<file path="src/rtl/counter_ctrl_pkg.sv">
// -----------------------------------------------------------------------------
// counter_ctrl_pkg
//
// Purpose : Shared definitions for the counter_ctrl timing controller.
//           - Width constants for the attached counter and the repeat count.
//           - 3-bit FSM state encoding (IDLE=0, LOAD=1, CHECK=2, RUN=3, DONE=4).
//           - Helper that turns a tick period into the counter preload value.
//
// Ports   : none (package).
// -----------------------------------------------------------------------------
package counter_ctrl_pkg;

    localparam int CNT_W = 8;   // width of the attached up-counter
    localparam int REP_W = 4;   // width of the tick repeat count

    typedef enum logic [2:0] {
        ST_IDLE  = 3'd0,
        ST_LOAD  = 3'd1,
        ST_CHECK = 3'd2,
        ST_RUN   = 3'd3,
        ST_DONE  = 3'd4
    } state_e;

    // The counter is preloaded with -P so that it reaches all-ones (carry
    // high) exactly P-1 increments after the load, i.e. P cycles after the
    // load cycle itself.
    function automatic logic [CNT_W-1:0] reload_value(input logic [CNT_W-1:0] p);
        return '0 - p;
    endfunction

endpackage

</file>
<file path="src/rtl/counter_ctrl.sv">
// -----------------------------------------------------------------------------
// counter_ctrl
//
// Purpose : Periodic tick generator built around an external 8-bit loadable
//           up-counter. A run is requested with start; the controller
//           preloads the counter with -P, verifies the load by reading the
//           counter back, then emits one tick each time the counter carry
//           rises, reloading the counter on every tick except the last.
//           After nrep ticks (or forever when nrep is 0) a one-cycle done
//           pulse is produced. stop aborts a run; a failed read-back or an
//           illegal zero period sets a sticky err flag.
//
// Ports   :
//   clk       in   1  clock, all state on the rising edge
//   rst_n     in   1  synchronous active-low reset
//   start     in   1  run request, only honoured in IDLE
//   stop      in   1  abort request, honoured in every state
//   period    in   8  tick period P in clk cycles (0 is illegal)
//   nrep      in   4  ticks per run, 0 = continuous until stop
//   cnt_data  out  8  counter load value (-P of the latched period)
//   cnt_load  out  1  counter load strobe
//   cnt_out   in   8  counter value read back
//   cnt_cout  in   1  counter carry, high while cnt_out == 8'hFF
//   tick      out  1  one-cycle pulse per elapsed period
//   busy      out  1  high in LOAD, CHECK and RUN
//   done      out  1  one-cycle pulse on normal completion
//   err       out  1  sticky error, cleared by the next accepted start
// -----------------------------------------------------------------------------
module counter_ctrl
    import counter_ctrl_pkg::*;
(
    input  logic             clk,
    input  logic             rst_n,
    input  logic             start,
    input  logic             stop,
    input  logic [CNT_W-1:0] period,
    input  logic [REP_W-1:0] nrep,
    output logic [CNT_W-1:0] cnt_data,
    output logic             cnt_load,
    input  logic [CNT_W-1:0] cnt_out,
    input  logic             cnt_cout,
    output logic             tick,
    output logic             busy,
    output logic             done,
    output logic             err
);

    // -------------------------------------------------------------------------
    // State and latched run parameters
    // -------------------------------------------------------------------------
    state_e           state_q, state_d;
    logic [CNT_W-1:0] per_q, per_d;     // latched period P
    logic [REP_W-1:0] rep_q, rep_d;     // remaining ticks R (0 = continuous)
    logic             err_q, err_d;

    // -------------------------------------------------------------------------
    // Shared decodes
    // -------------------------------------------------------------------------
    logic [CNT_W-1:0] reload;
    logic             accept;     // start taken in IDLE
    logic             reject;     // start with an illegal zero period
    logic             chk_ok;     // counter read-back matches the preload
    logic             tick_ev;    // a period has elapsed this cycle
    logic             last_tick;  // this tick completes the run

    assign reload = reload_value(per_q);

    assign accept = (state_q == ST_IDLE) && start && !stop && (period != '0);
    assign reject = (state_q == ST_IDLE) && start && !stop && (period == '0);

    assign chk_ok = (cnt_out == reload);

    // With P=1 the carry is already high during CHECK, so a matching CHECK
    // cycle is treated as a RUN cycle for tick purposes. stop wins over carry.
    assign tick_ev = !stop && cnt_cout &&
                     ((state_q == ST_RUN) || ((state_q == ST_CHECK) && chk_ok));

    // R only reaches 1 in counted mode; continuous mode keeps R at 0.
    assign last_tick = (rep_q == REP_W'(1));

    // -------------------------------------------------------------------------
    // State register
    // -------------------------------------------------------------------------
    always_ff @(posedge clk) begin
        if (!rst_n) begin
            state_q <= ST_IDLE;
        end else begin
            state_q <= state_d;
        end
    end

    // -------------------------------------------------------------------------
    // Next-state logic
    // -------------------------------------------------------------------------
    always_comb begin
        state_d = state_q;
        unique case (state_q)
            ST_IDLE: begin
                if (accept) begin
                    state_d = ST_LOAD;
                end
            end

            ST_LOAD: begin
                state_d = stop ? ST_IDLE : ST_CHECK;
            end

            ST_CHECK: begin
                if (stop || !chk_ok) begin
                    state_d = ST_IDLE;
                end else if (tick_ev && last_tick) begin
                    state_d = ST_DONE;
                end else begin
                    state_d = ST_RUN;
                end
            end

            ST_RUN: begin
                if (stop) begin
                    state_d = ST_IDLE;
                end else if (tick_ev && last_tick) begin
                    state_d = ST_DONE;
                end
            end

            ST_DONE: begin
                state_d = ST_IDLE;
            end

            default: begin
                state_d = ST_IDLE;
            end
        endcase
    end

    // -------------------------------------------------------------------------
    // Run parameter and error registers
    // -------------------------------------------------------------------------
    always_ff @(posedge clk) begin
        if (!rst_n) begin
            per_q <= '0;
            rep_q <= '0;
            err_q <= 1'b0;
        end else begin
            per_q <= per_d;
            rep_q <= rep_d;
            err_q <= err_d;
        end
    end

    always_comb begin
        per_d = per_q;
        rep_d = rep_q;
        err_d = err_q;

        if (accept) begin
            per_d = period;
            rep_d = nrep;
            err_d = 1'b0;
        end

        if (reject) begin
            err_d = 1'b1;
        end

        // Read-back mismatch: the counter did not take the preload.
        if ((state_q == ST_CHECK) && !stop && !chk_ok) begin
            err_d = 1'b1;
        end

        // Count down intermediate ticks in counted mode only.
        if (tick_ev && !last_tick && (rep_q != '0)) begin
            rep_d = rep_q - REP_W'(1);
        end
    end

    // -------------------------------------------------------------------------
    // Output decode
    // -------------------------------------------------------------------------
    // Outputs are forced low while rst_n is low so that nothing leaks out in
    // the cycle in which reset is first applied.
    always_comb begin
        cnt_data = '0;
        cnt_load = 1'b0;
        tick     = 1'b0;
        busy     = 1'b0;
        done     = 1'b0;
        err      = 1'b0;

        if (rst_n) begin
            cnt_data = reload;
            // Reload on LOAD and on every tick except the last, so the counter
            // restarts from -P instead of wrapping to 0.
            cnt_load = ((state_q == ST_LOAD) && !stop) || (tick_ev && !last_tick);
            tick     = tick_ev;
            busy     = (state_q == ST_LOAD) || (state_q == ST_CHECK) ||
                       (state_q == ST_RUN);
            done     = (state_q == ST_DONE);
            err      = err_q;
        end
    end

endmodule

</file>
<file path="config.mk">
export PLATFORM = sky130hd
export DESIGN_NAME = counter_ctrl
export DESIGN_NICKNAME = d
export VERILOG_FILES = /design/src/rtl/counter_ctrl_pkg.sv /design/src/rtl/counter_ctrl.sv
export SDC_FILE = /design/constraint.sdc
export NUM_CORES = 1
export LEC_CHECK = 0
export CAP_MARGIN = 25
export CORE_MARGIN = 1
export CORE_UTILIZATION = 51
export DETAILED_ROUTE_END_ITERATION = 8
export GPL_TIMING_DRIVEN = 0
export PLACE_DENSITY = 0.95
export SYNTH_ARGS = -nofsm -noshare
export SYNTH_HDL_FRONTEND = slang
export SYNTH_SLANG_ARGS = --single-unit
export TNS_END_PERCENT = 50
</file>
<file path="constraint.sdc">
create_clock -name clk -period 6.3 [get_ports clk]
set_clock_uncertainty 0.15 [all_clocks]
set_input_delay 1.89 -clock clk [delete_from_list [all_inputs] [get_ports clk]]
set_output_delay 1.89 -clock clk [all_outputs]
set_load 0.005 [all_outputs]
</file>
==> summary.log <==
[worst_setup_path] CP startpoint cnt_out[7]
[yosys] Mean Syn Cell Area 8.16 um^2
[pwr] leakage dissipation 0.676 nW
[clock_network] CTS Sinks 16
[yosys] Synth async-reset ratio 0%
[worst_setup_path] kind of critical path input port to primary output
[pwr] Peak VDD IR 0.141 mV
[job] max_cap viols 0
[final_layout] fraction of layout instances using a drive strength above 1 9.45%
[routing] count of nets left with antenna violations after detail routing 0
[routing] routed via count 1369
[timing] unrepaired setup endpoints after global routing false
[routing] post-detailed-routing wire length 3420 um
[placement] count of placed standard cells including taps 224
[die] Die Width 52.4 um
[worst_setup_path] Reg-to-Reg End rep_q[1]$_SDFFE_PN0P_
[worst_hold_path] hold worst-path end per_q[6]$_SDFFE_PN0P_
[timing] final critical delay including setup and external delays 6.18 ns
[placement] GP Congestion 0.851
[grt] wire length of the first global-routing pass 5550 um
[clock_network] total number of H-tree levels 1
[die] Initial Util 56.5%
[worst_setup_path] Crit path arrival time 4.14 ns
[routing] DRC Markers 0
[worst_hold_path] HP Class register to register
[grt] overall routing resource usage 27.5%
[final_layout] number of cells in the finished layout apart from fillers 229
[yosys] most common flop cell mapped by yosys dfxtp_1
[yosys] Post-Syn Instances 159
[final_layout] share of the core filled with cells 76.1%
[worst_setup_path] Max FO, Critical Path 5
[worst_setup_path] slowest stage cell, crit path nor4b_1
[worst_setup_path] number of buffer and inverter stages on the critical path 2
[die] Die Footprint 2750 um^2
[yosys] cell type with the largest total area after synthesis dfxtp_1
[clock_network] quantity of hold-fixing buffers added after cts 0
[final_layout] number of antenna diodes 0
[worst_hold_path] startpoint of the tightest hold check path per_q[6]$_SDFFE_PN0P_
[timing] Final Hold Fails 0
[die] vertical extent of the die 52.4 um
[die] standard-cell rows 17
[clock_network] clock latency reported for the late side of the worst-skew pair 0.29 ns
[worst_setup_path] endpoint type of the worst setup path primary output
[grt] global route overflow 0
[clock_network] CTS root buffer clkbuf_4
[grt] number of global-route vias before repair 1287
[worst_setup_path] count of cells along the worst register-to-register path 11
[timing] number of pins exceeding their max-slew limit in the final report 0
[worst_setup_path] worst setup slack for register-to-register paths 3.37 ns
[grt] largest net degree at the start of global routing 11
[worst_setup_path] Crit path largest cell delay 0.48 ns
[timing] final clock period utilization by the worst path 98.1%
[status] run status complete, no violations
[yosys] FF+latch count, synth 16
[die] core region area 2300 um^2
[clock_network] clock tree from TritonCTS yes
[worst_setup_path] source of the worst register-to-register timing path per_q[0]$_SDFFE_PN0P_
[final_layout] Fill cells 154
[worst_setup_path] launching element type of the critical path input port
[placement] detailed-placement wirelength estimate 2650 um
[die] number of primary I/O pins 38
[grt] antenna violations before repair 0
[final_layout] Area Growth Syn to Fin 34.7%
[placement] number of port buffers 37
[yosys] dominant cell by count in the synthesized netlist nand2_1
[yosys] unique cell type count in the Yosys netlist 50
[clock_network] Inserted Clock Buffers 3
[yosys] area share of the largest cell type after synthesis 24.7%
[worst_hold_path] worst hold path stage count 2
[routing] initial DRC count 39
[pwr] power per cell area 163 nW/um^2
[yosys] cell area after synthesis 1300 um^2
[timing] Achievable Freq 0.162 GHz
[timing] worst rel slew slack 54.5%
[worst_setup_path] Worst EP required 4.26 ns
[routing] Initial DRT Pass Iterations 4
[worst_setup_path] worst-path cell chain clkdlybuf4s50_1 -> nor4b_1 -> and4bb_2 -> a31oi_1 -> a221oi_2 -> a21o_4 -> nand3_1 -> o21ai_0 -> dlygate4sd2_1
[timing] Final setup viols 0
[clock_network] buffer depth of the longest clock path 2
[final_layout] net count of the finished layout 231
[yosys] commonest cells in the netlist nand2_1 (19), dfxtp_1 (16), and2_1 (10)
[yosys] register area share after synthesis 24.7%
[yosys] number of enable flip-flop cells after synthesis 0
[routing] via count normalized by instance count 5.98
[worst_setup_path] gate family responsible for the most delay along the worst path simple AND/OR/NAND/NOR gates
[yosys] Synthesized Nets 188
[yosys] count of warnings emitted by yosys 0
[yosys] most area-consuming cells after synthesis dfxtp_1 (25%), xnor2_1 (6.1%), nand2_1 (5.5%), and2_1 (4.8%), ha_1 (3.9%)
[clock_network] clock-pin slew on the worst setup and hold paths 0.10 ns
[routing] drt wl/cell 14.9 um
[timing] slew at the pin with the worst max-slew slack 0.676 ns
==> how the worst max path moves through the flow <==
stage / slack, ns / to / depth (start not counted)
CTS: -0.05 / tick / 9
finish: 0.12 / cnt_load / 9
detailed placement: -0.09 / cnt_load / 9
floorplan: 1.02 / cnt_load / 7
global placement: -0.04 / cnt_load / 9
global route: 0.04 / cnt_load / 9
==> stage by stage <==
stage | instance area [um^2] | hold WS [ns] | power, mW | setup slack, ns | setup TNS [ns]
finish | 1750 | 0.383 | 0.284 | 0.122 | 0
global route | 1750 | 0.414 | 0.298 | 0.0375 | 0
CTS | 1750 | 0.383 | 0.284 | -0.0487 | -0.0487
detailed placement | 1700 | 0.369 | 0.214 | -0.0897 | -0.120
global placement | 1700 | 0.346 | 0.209 | -0.0404 | -0.0404
floorplan | 1300 | 0.320 | 0.172 | 1.02 | 0
==> layout make-up <==
type	instances	area (um^2)	area share, %
multi-input cells	125	897	51.3
repair buffers	38	379	21.7
flip-flops and latches	16	320	18.3
plain buffers	8	42.5	2.43
inverters	10	37.5	2.15
clock buffers	4	36.3	2.08
well taps	28	35.0	2.00
==> sequential cells by signal (all words and copies together), names as in the netlist <==
register and cells:
state_q 3, per_q 8, err_q 1, rep_q 4
==> worst min-delay path, cell delays in order (launching register included) <==
cell and delay [ns]:
dfxtp_1 0.35, nand2_1 0.07, a21boi_0 0.07
==> cells in the final DEF, fill, tap and decap left out, types with 4 or more instances in the layout <==
| master | synthesis | routed |
|---|---|---|
| nor2b_1 | 4 | 4 |
| clkbuf_1 | 5 | 5 |
| xor2_1 | 5 | 5 |
| inv_1 | 9 | 9 |
| dfxtp_1 | 16 | 16 |
| nor4_1 | 4 | 4 |
| o21ai_0 | 5 | 5 |
| clkdlybuf4s50_1 | 0 | 35 |
| and2_1 | 10 | 10 |
| xnor2_1 | 9 | 9 |
| nor3_1 | 4 | 4 |
| nor2_1 | 9 | 9 |
| a21boi_0 | 4 | 4 |
| nand2_1 | 19 | 19 |
| and3_1 | 4 | 4 |
| ha_1 | 4 | 4 |
==> kinds of logic (layout without fill, tap and decap cells) <==
logic type	after synthesis	in the layout	synth area share (%)
AO/OA/AOI/OAI	34	34	21.3
AND/OR/NAND/NOR	72	72	33.8
XOR/XNOR	14	14	9.45
flip-flops	16	16	24.7
adder cells (fa/ha/maj)	4	4	3.86
multiplexers	1	1	0.771
buffers and inverters	18	60	6.17
==> what timing repair did <==
item | in CTS | in global routing
pin swaps | 2 | 4
buffers inserted | 1 | 0
hold endpoints to repair | 0 | 0
gates cloned | 0 | 0
endpoints found under the setup margin | 2 | 1
resized for setup | 1 | 1
==> routing by layer <==
metal	part of all wire (%)	vias up	global-route usage, %
met2	53	55	50.8
met4	1.7	0	12.3
li1	-	660	-
met3	4.9	7	3.77
met1	41	647	30.6
met5	0	-	0
==> where the power goes <==
part           internal (mW)  total (mW)  switching [mW]
registers              0.106       0.111         0.00510
clock network         0.0353      0.0711          0.0358
logic                 0.0556       0.102          0.0468
(Power assumes the default switching activity.)
